==> src/rtl/ab_seq_responder.sv <==
// Target-side responder for the "a ##1 b" protocol: each accepted request yields a
// one-cycle b pulse LAT cycles later, with request/response/miss counters and drop injection.
module ab_seq_responder #(
  parameter int unsigned LAT   = 1,
  parameter int unsigned CNT_W = 8
) (
  input  logic             c,
  input  logic             rst_n,
  input  logic             en,
  input  logic             a,
  input  logic             inj,
  input  logic             clr,
  output logic             b,
  output logic             busy,
  output logic             armed,
  output logic [CNT_W-1:0] req_cnt,
  output logic [CNT_W-1:0] rsp_cnt,
  output logic [CNT_W-1:0] miss_cnt
);

  localparam logic [CNT_W-1:0] CNT_MAX = '1;

  typedef enum logic {
    ST_DISARMED = 1'b0,
    ST_ARMED    = 1'b1
  } state_e;

  state_e           state_q, state_d;
  logic [LAT-1:0]   pend_q, pend_d;
  logic             busy_q, busy_d;
  logic [CNT_W-1:0] req_cnt_q, req_cnt_d;
  logic [CNT_W-1:0] rsp_cnt_q, rsp_cnt_d;
  logic [CNT_W-1:0] miss_cnt_q, miss_cnt_d;
  logic             acc;
  logic             suppress;
  logic             armed_c;

  // Saturating counter step; clear wins over increment.
  function automatic logic [CNT_W-1:0] cnt_next(input logic [CNT_W-1:0] cur,
                                                input logic inc, input logic clr_i);
    logic [CNT_W-1:0] nxt;
    nxt = cur;
    if (clr_i) begin
      nxt = '0;
    end else if (inc && (cur != CNT_MAX)) begin
      nxt = cur + CNT_W'(1);
    end
    return nxt;
  endfunction

  assign acc      = en & a;
  assign suppress = acc & (state_q == ST_ARMED);

  // Injection FSM: state register.
  always_ff @(posedge c or negedge rst_n) begin
    if (!rst_n) begin
      state_q <= ST_DISARMED;
    end else begin
      state_q <= state_d;
    end
  end

  // Injection FSM: next state. An inj arriving while armed is absorbed.
  always_comb begin
    state_d = state_q;
    unique case (state_q)
      ST_DISARMED: if (inj) state_d = ST_ARMED;
      ST_ARMED:    if (acc) state_d = ST_DISARMED;
      default:     state_d = ST_DISARMED;
    endcase
  end

  // Injection FSM: output.
  always_comb begin
    armed_c = 1'b0;
    if (state_q == ST_ARMED) armed_c = 1'b1;
  end

  // Response pipeline and counters; the cast drops the bit shifted out of the top.
  always_comb begin
    pend_d     = LAT'({pend_q, acc & ~suppress});
    busy_d     = |pend_d;
    req_cnt_d  = cnt_next(req_cnt_q, acc, clr);
    rsp_cnt_d  = cnt_next(rsp_cnt_q, pend_q[LAT-1], clr);
    miss_cnt_d = cnt_next(miss_cnt_q, suppress, clr);
  end

  always_ff @(posedge c or negedge rst_n) begin
    if (!rst_n) begin
      pend_q     <= '0;
      busy_q     <= 1'b0;
      req_cnt_q  <= '0;
      rsp_cnt_q  <= '0;
      miss_cnt_q <= '0;
    end else begin
      pend_q     <= pend_d;
      busy_q     <= busy_d;
      req_cnt_q  <= req_cnt_d;
      rsp_cnt_q  <= rsp_cnt_d;
      miss_cnt_q <= miss_cnt_d;
    end
  end

  assign b        = pend_q[LAT-1];
  assign busy     = busy_q;
  assign armed    = armed_c;
  assign req_cnt  = req_cnt_q;
  assign rsp_cnt  = rsp_cnt_q;
  assign miss_cnt = miss_cnt_q;

endmodule

==> config.mk <==
export PLATFORM = sky130hd
export DESIGN_NAME = ab_seq_responder
export DESIGN_NICKNAME = d
export VERILOG_FILES = /design/src/rtl/ab_seq_responder.sv
export SDC_FILE = /design/constraint.sdc
export NUM_CORES = 1
export LEC_CHECK = 0
export CORE_MARGIN = 2
export CORE_UTILIZATION = 52
export DETAILED_ROUTE_END_ITERATION = 10
export PLACE_DENSITY = 0.84
export REMOVE_ABC_BUFFERS = 1
export SKIP_LAST_GASP = 1
export SYNTH_ARGS = -nofsm -noshare
export SYNTH_HDL_FRONTEND = slang
export SYNTH_SLANG_ARGS = --single-unit
==> constraint.sdc <==
create_clock -name c -period 3.3 [get_ports c]
set_clock_uncertainty 0.05 [all_clocks]
set_input_delay 0.825 -clock c [delete_from_list [all_inputs] [get_ports c]]
set_output_delay 0.825 -clock c [all_outputs]
set_load 0.05 [all_outputs]
==> results.toml <==
[synthesis]
synth_top_area_share_pct = 48.92
synth-seq-cells = 26
synth_top_cell_by_area = "dfrtp_1"
yosys-top-cells-area = "dfrtp_1 49%, nor2_1 6.2%, xor2_1 5.3%, ha_1 2.8%, a21oi_1 2.3%"
yosysMostFrequentCell = "dfrtp_1"
synth_ff_type = "dfrtp_1"
netlist_instances = 130
synth_common_cells = "26 x dfrtp_1, 22 x nor2_1, 8 x xor2_1"
async_flop_share_pct = 100.0
syn_area_sq_um = 1330
synth_edf_count = 0
yosysWarnings = 0
ys_types = 39
syn_avg_cell_area_sq_um = 10.23
ys_seq_area_share_pct = 48.92

[cts]
cts_resized = 0
root_buffer = "clkbuf_4"
insertion_delay_ns = 0.32
cts_buffers = 3
path_clk_slew_ns = 0.15
postCtsSetupBuffers = 0
numClockSinks = 26
clock_path_buffers = 2
cts_tree = "yes"
hold_buffers = 0
htree_num_levels = 1

[floorplan]
core-area_sq_um = 2455
die_area_sq_um = 2978
initial_core_util_pct = 54.18
top_level_ports = 33
rows = 18
die_h_microns = 54.58
chipWidth_microns = 54.58

[outcome]
outcome = "completed"

[placement]
port_buffers = 32
postPlaceCellArea_sq_um = 1669
gp_congestion = 0.8581
place.detailed.hpwl_mm = 2.030

[timing]
fin_crit_ns = 2.562
setup_violations = 0
post-route-period-util_pct = 77.65
rsz0062_at_grt = "false"
tightestPinTransition_ns = 0.5162
fin_setup_tns_ns = 0
maxSlewViolCount = 0
max_slew_margin_pct = 65.48
max_freq_ghz = 0.3902
hold_violations = 0

[setup_path]
worstReg2RegStart = "miss_cnt[0]$_DFFE_PN0P_"
critPathMaxStageDelay_ns = 0.86
required_ns = 2.42
crit_slowest_cell = "clkdlybuf4s50_1"
crit_chain = "clkdlybuf4s50_1"
critPathKind = "reg -> out"
path_delay_family = "buffers and inverters"
ff2ff_setup_slack_ns = 1.68
critPathBufInv = 1
rr_endpoint = "miss_cnt[7]$_DFFE_PN0P_"
startpoint_type = "register"
cp.arrival_ns = 1.69
worstRegToRegCells = 5
endpoint_kind = "output port"
critical_path_peak_fanout = 9
cp_num_cells = 1

[hold_path]
min_to = "busy$_DFF_PN0_"
min_delay_path_depth = 1
hold_start = "state_q$_DFF_PN0_"
hold_path.class = "reg -> reg"

[cells_and_area]
diodes = 0
design_area_sq_um = 1705
nNetsFinal = 172
area_delta_synth_final_pct = 28.22
drive_gt1_share_pct = 6.790

[power_and_ir_drop]
combPwrFrac_pct = 12.7
p_per_area_nw_per_um2 = 330.6
ir_drop_v = 0.0002509
switching_power_uw = 147.4
internal-power_uw = 416.4
p_leak_uw = 0.0007376
p_seq_share_pct = 58.7
clkPwrFrac_pct = 28.6
switching_share_pct = 26.15

[route]
drt_iter0_markers = 22
drcViolationCount = 0
drtPass1Iterations = 4
drtAntennaViolNets = 0
wl_mm = 2.835
via_per_inst = 6.099
vias = 1171
wire_per_inst_microns = 14.77

[grt]
grt_start_max_net_pins = 27
grt_pass1_wl_mm = 4.664
grt_pass1_vias = 1082
grtUsageTotal_pct = 21.90
antenna_found_initial = 0
grt-ovfl-total = 0

[job]
max-cap-violations = 0
==> registers in the layout, indices dropped and copies added, names as in the netlist <==
| signal | count |
|---|---|
| busy | 1 |
| rsp_cnt | 8 |
| miss_cnt | 8 |
| state_q | 1 |
| req_cnt | 8 |
==> cell type report <==
type	instances	area, sq um
clock buffers	4	36.28
multi-input cells	98	645.6
fillers	196	749.5
repair buffers	34	335.3
flip-flops and latches	26	650.6
well taps	30	37.54
==> power by group through the flow <==
stage | Sequential, uW | Combinational (uW) | Clock (uW)
global placement | 337 | 70.2 | 0
CTS | 331 | 72.4 | 169
detailed placement | 337 | 72.0 | 0
finish | 331 | 71.4 | 161
floorplan | 358 | 14.6 | 0
global route | 332 | 77.4 | 179
==> worst max-delay path by stage <==
stage / slack (ns) / endpoint / from
finish: 0.74 / rsp_cnt[6] / rsp_cnt[6]$_DFFE_PN0P_
global route: 0.67 / rsp_cnt[6] / rsp_cnt[6]$_DFFE_PN0P_
CTS: 0.72 / rsp_cnt[6] / rsp_cnt[6]$_DFFE_PN0P_
detailed placement: 0.91 / miss_cnt[7]$_DFFE_PN0P_ / en
global placement: 0.98 / miss_cnt[7]$_DFFE_PN0P_ / en
floorplan: 1.44 / rsp_cnt[7]$_DFFE_PN0P_ / busy$_DFF_PN0_
==> worst register-to-register path: cells and delay by family, from the launching register on <==
kind	cells	cell delay [ns]
simple gates	2	0.55
fa+ha+maj	1	0.25
compound gates	2	0.27
flops	1	0.44
==> per-stage QoR <==
stage	utilization, %	setup WS (ns)	std cells	total power (uW)	hold WS [ns]
2_1_floorplan	-	1.436	124	372.9	0.4794
3_3_place_gp	67.99	0.9799	188	406.9	0.4312
3_5_place_dp	67.99	0.9147	188	409.0	0.4399
4_1_cts	69.47	0.7158	192	572.5	0.4745
5_1_grt	69.47	0.6663	192	588.7	0.4810
6_report	69.47	0.7375	192	563.8	0.4791
==> routing by layer <==
metal | part of all wire [%] | vias up | track usage (%) | wire, microns
met3 | 5.1 | 4 | 2.732 | 146
met5 | 0 | - | 0 | 0
met2 | 52 | 46 | 39.36 | 1464
met4 | 0.67 | 0 | 7.500 | 19
li1 | - | 548 | - | -
met1 | 43 | 573 | 26.90 | 1206
==> logic make-up after synthesis <==
kind of cell / count (synthesis) / synth area share, %
muxes: 4 / 3.104
buffers and inverters: 6 / 2.540
AOI/OAI and AO/OA: 27 / 15.05
xor gates and xnor gates: 9 / 5.927
and+or+nand+nor: 55 / 21.64
adders and majority gates: 3 / 2.823
DFF: 26 / 48.92
==> layout by cell type, fill, tap and decap left out, drive strengths merged, types with 4 or more instances in the layout <==
| master | Yosys | layout |
|---|---|---|
| clkdlybuf4s50 | 0 | 32 |
| a21oi | 6 | 6 |
| dfrtp | 26 | 26 |
| xor2 | 8 | 8 |
| clkbuf | 4 | 4 |
| nand4 | 4 | 4 |
| nor3 | 5 | 5 |
| nand3 | 6 | 6 |
| nor2 | 23 | 23 |
| and3 | 4 | 4 |
Power figures use the tool's default switching activity.
